==> config.mk <==
export PLATFORM = sky130hd
export DESIGN_NAME = uart_tx_cfg
export DESIGN_NICKNAME = d
export VERILOG_FILES = /design/src/rtl/uart_tx_cfg.sv
export SDC_FILE = /design/constraint.sdc
export NUM_CORES = 1
export LEC_CHECK = 0
export ABC_AREA = 1
export CORE_ASPECT_RATIO = 1.4
export CORE_MARGIN = 5
export CORE_UTILIZATION = 55
export CTS_CLUSTER_SIZE = 20
export DETAILED_ROUTE_END_ITERATION = 8
export DONT_BUFFER_PORTS = 1
export PLACE_DENSITY = 0.7
export SLEW_MARGIN = 10
export SYNTH_ARGS = -nofsm -noshare
export SYNTH_HDL_FRONTEND = slang
export SYNTH_SLANG_ARGS = --single-unit
==> constraint.sdc <==
create_clock -name clk -period 2.1 [get_ports clk]
set_input_delay 0.315 -clock clk [delete_from_list [all_inputs] [get_ports clk]]
set_output_delay 0.315 -clock clk [all_outputs]
set_load 0.005 [all_outputs]
==> src/rtl/uart_tx_cfg.sv <==
// Runtime-configurable UART transmitter: 5..MaxDataBits data bits, optional parity, 1/1.5/2 stop.
// One-word holding register gives back-to-back frames; break_i forces the line low.
module uart_tx_cfg #(
  parameter int unsigned MaxDataBits  = 9,
  parameter int unsigned Oversampling = 16
) (
  input  logic                   clk,
  input  logic                   rst,
  input  logic                   tick_i,
  input  logic                   valid_i,
  output logic                   ready_o,
  input  logic [MaxDataBits-1:0] din_i,
  input  logic [3:0]             data_bits_i,
  input  logic [1:0]             parity_i,
  input  logic [1:0]             stop_i,
  input  logic                   break_i,
  output logic                   tx_o,
  output logic                   busy_o,
  output logic                   eotx_o
);

  localparam int unsigned SW = $clog2(2 * Oversampling);

  localparam logic [2:0] StIdle   = 3'd0;
  localparam logic [2:0] StStart  = 3'd1;
  localparam logic [2:0] StData   = 3'd2;
  localparam logic [2:0] StParity = 3'd3;
  localparam logic [2:0] StStop   = 3'd4;
  localparam logic [2:0] StBreak  = 3'd5;

  localparam logic [SW-1:0] SOne       = SW'(1);
  localparam logic [SW-1:0] BitLast    = SW'(Oversampling - 1);
  localparam logic [SW-1:0] StopLast15 = SW'((3 * Oversampling) / 2 - 1);
  localparam logic [SW-1:0] StopLast2  = SW'(2 * Oversampling - 1);
  localparam logic [3:0]    MaxBits    = 4'(MaxDataBits);

  logic [2:0]             state_q, state_d;
  logic [SW-1:0]          s_q, s_d;
  logic [3:0]             n_q, n_d;
  logic [MaxDataBits-1:0] shift_q, shift_d;
  logic [3:0]             bits_q, bits_d;
  logic [1:0]             par_q, par_d;
  logic [1:0]             stop_q, stop_d;
  logic                   acc_q, acc_d;
  logic                   brk_stop_q, brk_stop_d;
  logic                   hold_vld_q, hold_vld_d;
  logic [MaxDataBits-1:0] hold_data_q, hold_data_d;
  logic [3:0]             hold_bits_q, hold_bits_d;
  logic [1:0]             hold_par_q, hold_par_d;
  logic [1:0]             hold_stop_q, hold_stop_d;
  logic                   tx_q;

  logic          xfer, par_en, bit_end, stop_end, load_hold, load_in, level;
  logic [3:0]    bits_in;
  logic [SW-1:0] stop_last;

  assign ready_o  = rst & ~hold_vld_q;
  assign xfer     = valid_i & ready_o;
  assign par_en   = (par_q == 2'b01) || (par_q == 2'b10);
  assign bit_end  = tick_i && (s_q == BitLast);
  assign stop_end = tick_i && (s_q == stop_last);
  assign busy_o   = (state_q != StIdle);
  assign eotx_o   = rst && (state_q == StStop) && stop_end && !brk_stop_q;
  assign tx_o     = tx_q;

  always_comb begin
    bits_in = data_bits_i;
    if (data_bits_i < 4'd5) begin
      bits_in = 4'd5;
    end else if (data_bits_i > MaxBits) begin
      bits_in = MaxBits;
    end
  end

  always_comb begin
    case (stop_q)
      2'b00:   stop_last = BitLast;
      2'b01:   stop_last = StopLast15;
      default: stop_last = StopLast2;
    endcase
  end

  always_comb begin
    state_d     = state_q;
    s_d         = s_q;
    n_d         = n_q;
    shift_d     = shift_q;
    bits_d      = bits_q;
    par_d       = par_q;
    stop_d      = stop_q;
    acc_d       = acc_q;
    brk_stop_d  = brk_stop_q;
    hold_vld_d  = hold_vld_q;
    hold_data_d = hold_data_q;
    hold_bits_d = hold_bits_q;
    hold_par_d  = hold_par_q;
    hold_stop_d = hold_stop_q;
    load_hold   = 1'b0;
    load_in     = 1'b0;

    // Outside IDLE every accepted word parks in the holding register.
    if (xfer && (state_q != StIdle)) begin
      hold_vld_d  = 1'b1;
      hold_data_d = din_i;
      hold_bits_d = bits_in;
      hold_par_d  = parity_i;
      hold_stop_d = stop_i;
    end

    case (state_q)
      StIdle: begin
        if (hold_vld_q) begin
          load_hold = 1'b1;
        end else if (xfer) begin
          load_in = 1'b1;
        end else if (break_i) begin
          state_d = StBreak;
          stop_d  = stop_i;
          s_d     = '0;
        end
      end
      StStart: begin
        if (bit_end) begin
          s_d     = '0;
          n_d     = 4'd0;
          state_d = StData;
        end else if (tick_i) begin
          s_d = s_q + SOne;
        end
      end
      StData: begin
        if (bit_end) begin
          s_d     = '0;
          shift_d = shift_q >> 1;
          acc_d   = acc_q ^ shift_q[0];
          n_d     = n_q + 4'd1;
          if (n_q == bits_q - 4'd1) begin
            state_d = par_en ? StParity : StStop;
          end
        end else if (tick_i) begin
          s_d = s_q + SOne;
        end
      end
      StParity: begin
        if (bit_end) begin
          s_d     = '0;
          state_d = StStop;
        end else if (tick_i) begin
          s_d = s_q + SOne;
        end
      end
      StStop: begin
        if (stop_end) begin
          s_d = '0;
          if (hold_vld_q) begin
            load_hold = 1'b1;
          end else begin
            state_d = StIdle;
          end
        end else if (tick_i) begin
          s_d = s_q + SOne;
        end
      end
      StBreak: begin
        if (!break_i) begin
          state_d    = StStop;
          s_d        = '0;
          brk_stop_d = 1'b1;
        end
      end
      default: state_d = StIdle;
    endcase

    if (load_hold || load_in) begin
      state_d    = StStart;
      s_d        = '0;
      n_d        = 4'd0;
      acc_d      = 1'b0;
      brk_stop_d = 1'b0;
      shift_d    = load_hold ? hold_data_q : din_i;
      bits_d     = load_hold ? hold_bits_q : bits_in;
      par_d      = load_hold ? hold_par_q  : parity_i;
      stop_d     = load_hold ? hold_stop_q : stop_i;
      if (load_hold) begin
        hold_vld_d = 1'b0;
      end
    end
  end

  always_comb begin
    case (state_q)
      StStart:  level = 1'b0;
      StData:   level = shift_q[0];
      StParity: level = acc_q ^ (par_q == 2'b10);
      StBreak:  level = 1'b0;
      default:  level = 1'b1;
    endcase
  end

  always_ff @(posedge clk) begin
    if (!rst) begin
      state_q     <= StIdle;
      s_q         <= '0;
      n_q         <= 4'd0;
      shift_q     <= '0;
      bits_q      <= 4'd8;
      par_q       <= 2'b00;
      stop_q      <= 2'b00;
      acc_q       <= 1'b0;
      brk_stop_q  <= 1'b0;
      hold_vld_q  <= 1'b0;
      hold_data_q <= '0;
      hold_bits_q <= 4'd8;
      hold_par_q  <= 2'b00;
      hold_stop_q <= 2'b00;
      tx_q        <= 1'b1;
    end else begin
      state_q     <= state_d;
      s_q         <= s_d;
      n_q         <= n_d;
      shift_q     <= shift_d;
      bits_q      <= bits_d;
      par_q       <= par_d;
      stop_q      <= stop_d;
      acc_q       <= acc_d;
      brk_stop_q  <= brk_stop_d;
      hold_vld_q  <= hold_vld_d;
      hold_data_q <= hold_data_d;
      hold_bits_q <= hold_bits_d;
      hold_par_q  <= hold_par_d;
      hold_stop_q <= hold_stop_d;
      tx_q        <= level;
    end
  end

endmodule

==> run metrics, run 1 <==
Psw 1202 µW; setup violators final 0; Filler cells 451; post-synthesis to final-layout area growth 5.425%; Worst setup SP type flop; fin crit share 93.98%; largest area contributor in the netlist dfxtp_1; dpl hpwl 4446 µm; std cell rows 30; count of warnings emitted by yosys 0; sequential cell area 1001 µm²; total core area 4842 µm²; clk slew on worst S/H paths 90 ps; clock latency on the worst-skew pair 310 ps; Num CTS Buffers 5; maximum achievable frequency 506.7 MHz; GRT overflow 0; Overall Power 3092 µW; Seq cells post-synth 50; # port buffers 0; Worst Path Buf+Inv 1; placed cells 444; CP peak stage delay 590 ps; syn nets 414; layout cells sized above 1 12.11%; H-tree depth 2; switching share of power 38.87%; largest cells by area after synthesis dfxtp_1 37%, nand2_1 13%, inv_1 6.9%; Slew @ Worst Pin 427.8 ps; CTS tree done; final cell count without fillers 452; Mapped Cells 387; RePlAce Congestion 0.9256; WS Path Type flop to primary output; Logic pwr share 36.9%; WHS 91.47 ps; DRC viols 0; Async SR Flop Fraction 0%; Internal 1891 µW; count leader, synth nand2_1; Final #Nets 414; first-pass GRT wire length 10,100 µm; post-CTS setup buffers 0; Ports 26; post-synthesis area per instance 7.032 µm²; die width 69.45 µm; setup TNS 0 ps; Worst Skew 4.353 ps; Max Fanout on Critical Path 5; CP endpoint kind primary output; worst endpoint required time 1780 ps; dpl cell area 2759 µm²; Starting Density 56.20%; Critical Path AT 1660 ps; area taken by multi-input logic gates 1420 µm²; PD cells 1078 nW/µm²; vias post-DR 2,365; largest net degree at the start of global routing 30; die area 6475 µm²; fin area 2869 µm²; leakage 0.001249 µW; Final Slew Violations 0; DRT iter0 DRCs 131; antenna violations before repair 0; final hold violations 0; PostCTS Resize Cnt 0; outcome finished, final reports clean; Synth cell types 39; most frequent cells after synthesis 91 x nand2_1, 50 x dfxtp_1, 50 x inv_1; Main synth FF type dfxtp_1; GRT Total Usage 19.38%; Synth top area share 36.78%; sequential share of power 40.9%; slew margin rel. 71.44%; Routed WL per cell 13.07 µm; Routed Antenna Nets 0; max_cap viols 0; clock network power share 22.2%; crit-path cells inv_1 -> nor2_1 -> nand2_1 -> nor3_1; min Tclk post-route 1974 ps; sequential fraction of the synthesis area 36.78%; RSZ-0062 raised after global routing false; Longest Clk Path Bufs 2; Sink Count 50; height of the die 93.23 µm; Pre-antenna DRT Iters 5; root buf cell clkbuf_8; Peak VDD IR 0.5855 mV; ant diodes 0; cell area after synthesis 2721 µm²; final WL 5906 µm; cts hold-fix bufs 0; Post-synth EDFFs 0; CP max-delay cell dfxtp_1; CP top delay family flip-flops; Via density 5.232; Hold Path Class input port to flop; vias in the first global route 2,304
[worst paths after layout]
check             slack (ps)  depth (start not counted)                     endpoint                         from
hold / removal            90                          1  hold_bits_q[3]$_SDFFE_PN1P_                          rst
setup / recovery         130                          4                       eotx_o      state_q[2]$_SDFFE_PP0P_
hold reg to reg          450                          2  hold_data_q[6]$_SDFFE_PN0P_  hold_data_q[6]$_SDFFE_PN0P_
setup reg to reg         210                         10       bits_q[0]$_SDFFE_PN0P_          s_q[0]$_SDFFE_PP0P_
[layout make-up]
type	instances	share of cell area (%)
sequential	50	34.89
clock inverter	2	1.308
timing repair buffer	6	1.570
clock buffer	6	2.529
tap	64	2.791
multi-input combinational	268	49.50
inverter	56	7.414
[per-layer routing]
metal  vias up  share of wire [%]  global-route usage, %
met2        53                 52                  37.02
met3        12                5.1                  3.548
met5         -                  0                      0
met4         0                2.1                  7.818
li1       1231                  -                      -
met1      1069                 41                  20.67
[worst register-to-register path, delay by kind of cell, from the launching register on]
kind	cells	cell delay, ps
AND/OR/NAND/NOR	6	770
adder cells (fa/ha/maj)	1	250
AO/OA/AOI/OAI	2	260
buffers and inverters	1	80
flip-flops	1	390
[cell usage in the layout (no fill, tap or decap), types with 2 or more instances in the layout]
cell,count
a21oi_1,22
a21oi_2,5
a21oi_4,2
a22oi_1,5
a31oi_1,5
buf_4,6
clkbuf_8,5
dfxtp_1,50
ha_1,5
inv_1,50
inv_2,5
nand2_1,91
nand2_2,3
nand2_4,5
nand3_1,13
nand4_1,5
nor2_1,43
nor2_2,4
nor2_4,3
nor3_1,2
o21ai_0,37
xor2_1,5
[cells by family (layout without fill, tap and decap cells)]
group | count (synthesis) | in the layout | synth area share, %
AND/OR/NAND/NOR | 177 | 177 | 30.62
AO/OA/AOI/OAI | 81 | 81 | 17.66
buffers and inverters | 69 | 70 | 11.03
flip-flops | 50 | 50 | 36.78
adder cells (fa/ha/maj) | 5 | 5 | 2.299
XOR/XNOR | 5 | 5 | 1.609
[stage by stage]
step | util (%) | setup WS, ps
floorplan | - | 410.3
global placement | 56.98 | 254.6
detailed placement | 56.98 | 207.3
CTS | 59.25 | 96.83
global route | 59.25 | 15.94
finish | 59.25 | 126.4
[sequential cells by signal (all words and copies together) (netlist names)]
name / cells
hold_data_q: 9
shift_q: 9
s_q: 5
bits_q: 4
hold_bits_q: 4
n_q: 4
state_q: 3
hold_par_q: 2
hold_stop_q: 2
par_q: 2
stop_q: 2
acc_q: 1
brk_stop_q: 1
hold_vld_q: 1
tx_o: 1
[power groups by stage]
stage	sequential, µW	clock (µW)	combinational, µW
detailed placement	1290	0	1140
finish	1270	687	1140
global route	1290	745	1300
floorplan	1240	0	984
global placement	1280	0	1120
CTS	1260	702	1150
No activity file was read; power rests on OpenSTA's default activity.
==> inputs of run 2 (changes only) <==
--- a/config.mk
+++ b/config.mk
@@ -9,6 +9,7 @@
 export CORE_ASPECT_RATIO = 1.4
 export CORE_MARGIN = 5
 export CORE_UTILIZATION = 55
+export CTS_CLUSTER_DIAMETER = 30
 export CTS_CLUSTER_SIZE = 20
 export DETAILED_ROUTE_END_ITERATION = 8
 export DONT_BUFFER_PORTS = 1
==> results of run 2 <==
Same layout as run 1: the final DEF is identical, and so are final timing and power.
==> inputs of run 3 (changes only) <==
--- a/config.mk
+++ b/config.mk
@@ -13,7 +13,7 @@
 export CTS_CLUSTER_SIZE = 20
 export DETAILED_ROUTE_END_ITERATION = 8
 export DONT_BUFFER_PORTS = 1
-export PLACE_DENSITY = 0.7
+export PLACE_DENSITY = 0.72
 export SLEW_MARGIN = 10
 export SYNTH_ARGS = -nofsm -noshare
 export SYNTH_HDL_FRONTEND = slang
==> run metrics, run 3 (synthesized netlist as in run 1, its figures left out) <==
crit-path cells inv_1 -> nor2_1 -> nand2_1 -> nor3_1; # port buffers 0 (unchanged); GRT overflow 0 (unchanged); Longest Clk Path Bufs 2 (unchanged); Routed WL per cell 12.77 µm (-2.3%); GRT Total Usage 18.93% (-0.45 points); H-tree depth 2 (unchanged); outcome finished, final reports clean; std cell rows 30 (unchanged); leakage 0.001228 µW (-1.6%); Peak VDD IR 0.6076 mV (+3.8%); die area 6475 µm² (unchanged); maximum achievable frequency 507.5 MHz (+0.16%); setup TNS 0 ps (unchanged); die width 69.45 µm (unchanged); clk slew on worst S/H paths 100 ps (about the same); commonest non-fill, non-tap cell in the layout nand2_1; Max Fanout on Critical Path 5 (unchanged); max_cap viols 0 (unchanged); leading cell types in the layout, fill and taps excluded 91 x nand2_1, 50 x inv_1, 50 x dfxtp_1, 43 x nor2_1, 37 x o21ai_0; placed cells 442 (-0.45%); RSZ-0062 raised after global routing false; Final #Nets 412 (-0.48%); Final Util 58.66% (-0.59 points); ant diodes 0 (unchanged); dpl hpwl 4387 µm (-1.3%); final cell count without fillers 450 (-0.44%); final worst slack 129.6 ps (+3.202 ps); min Tclk post-route 1970 ps (-3.202 ps); DRT iter0 DRCs 116 (-11%); slew margin rel. 71.38% (about the same); Num CTS Buffers 5 (unchanged); CTS tree done; RePlAce Congestion 0.9424 (+1.8%); Pre-antenna DRT Iters 4 (-1); Critical Path AT 1660 ps (about the same); height of the die 93.23 µm (unchanged); clock latency on the worst-skew pair 310 ps (about the same); Via density 5.191 (-0.79%); Ports 26 (unchanged); fin crit share 93.83% (-0.15 points); layout cells sized above 1 12.18% (+0.063 points); antenna violations before repair 0 (unchanged); Worst setup SP type flop; root buf cell clkbuf_8; vias in the first global route 2,227 (-3.3%); CP max-delay cell dfxtp_1; Hold Path Class input port to flop; CP peak stage delay 590 ps (about the same); Filler cells 446 (-1.1%); Place WS 201.0 ps (-6.278 ps); cts hold-fix bufs 0 (unchanged); first-pass GRT wire length 9929 µm (-1.7%); Starting Density 56.20% (unchanged); total core area 4842 µm² (unchanged); DRC viols 0 (unchanged); Routed Antenna Nets 0 (unchanged); setup violators final 0 (unchanged); final hold violations 0 (unchanged); vias post-DR 2,336 (-1.2%); largest net degree at the start of global routing 30 (unchanged); WS Path Type flop to primary output; Worst Skew 5.430 ps (+1.076 ps); CP endpoint kind primary output; CP top delay family flip-flops; Final Slew Violations 0 (unchanged); final WL 5746 µm (-2.7%); PD cells 1045 nW/µm² (-3.0%); worst endpoint required time 1780 ps (about the same); Slew @ Worst Pin 428.7 ps (+0.9471 ps); Sink Count 50 (unchanged); post-synthesis to final-layout area growth 4.368%; biggest regs hold_data_q (9), shift_q (9), s_q (5); Worst Path Buf+Inv 1 (unchanged)
[run 3: cell types whose count changed in the layout (fill, tap and decap cells not counted), sizes merged]
cell and change:
clkinv +1, inv +1, clkbuf -1, buf -2, bufinv -1
[run 3: final timing paths]
check / from / slack, ps / cells past startpoint / to
setup / recovery: state_q[2]$_SDFFE_PP0P_ / 130 / 4 / eotx_o
hold / removal: rst / 100 / 1 / hold_bits_q[3]$_SDFFE_PN1P_
setup reg to reg: s_q[0]$_SDFFE_PP0P_ / 220 / 10 / bits_q[0]$_SDFFE_PN0P_
hold reg to reg: hold_data_q[7]$_SDFFE_PN0P_ / 450 / 2 / hold_data_q[7]$_SDFFE_PN0P_
[run 3: through the flow]
stage,hold slack [ps],cell area [µm²],total power [µW]
detailed placement,409.8,2744,2408
floorplan,424.0,2721,2227
global route,76.14,2840,3228
finish,97.88,2840,2969
CTS,81.17,2838,2986
global placement,406.7,2744,2388
[run 3: timing repair]
action | in CTS | in global routing
endpoints found under the hold margin | 0 | 0
gates resized for setup | 0 | 1
setup buffers | 0 | 0
setup endpoints to repair | 0 | 1
[run 3: final cells by class]
class	count	area, µm²	share of cell area [%]
inverter	56	212.7	7.489
clock inverter	3	25.02	0.8811
tap	64	80.08	2.819
timing repair buffer	4	30.03	1.057
clock buffer	5	68.82	2.423
sequential	50	1001	35.24
multi-input combinational	268	1423	50.09
[run 3: metal layers]
layer	up-vias	GRT usage [%]	part of all wire, %
met3	11	4.194	4.3
li1	1229	-	-
met4	0	7.980	2.6
met1	1052	21.88	43
met2	44	33.44	50
met5	-	0	0
[run 3: power breakdown]
group | switching (µW) | total (µW) | internal (µW) | leakage (µW)
combinational | 729 | 1120 | 393 | 0.000776
sequential | 132 | 1270 | 1130 | 0.000408
clock | 341 | 582 | 241 | 0.0000447
[run 3: worst register-to-register path, stage by stage, from the launching register on]
cell and delay [ps]:
dfxtp_1 400, ha_2 240, nand3_4 90, a21oi_4 140, nand2_4 90, nand2_4 70
nand2_4 80, nand2_4 110, inv_4 80, nand2_1 320, o21ai_0 130
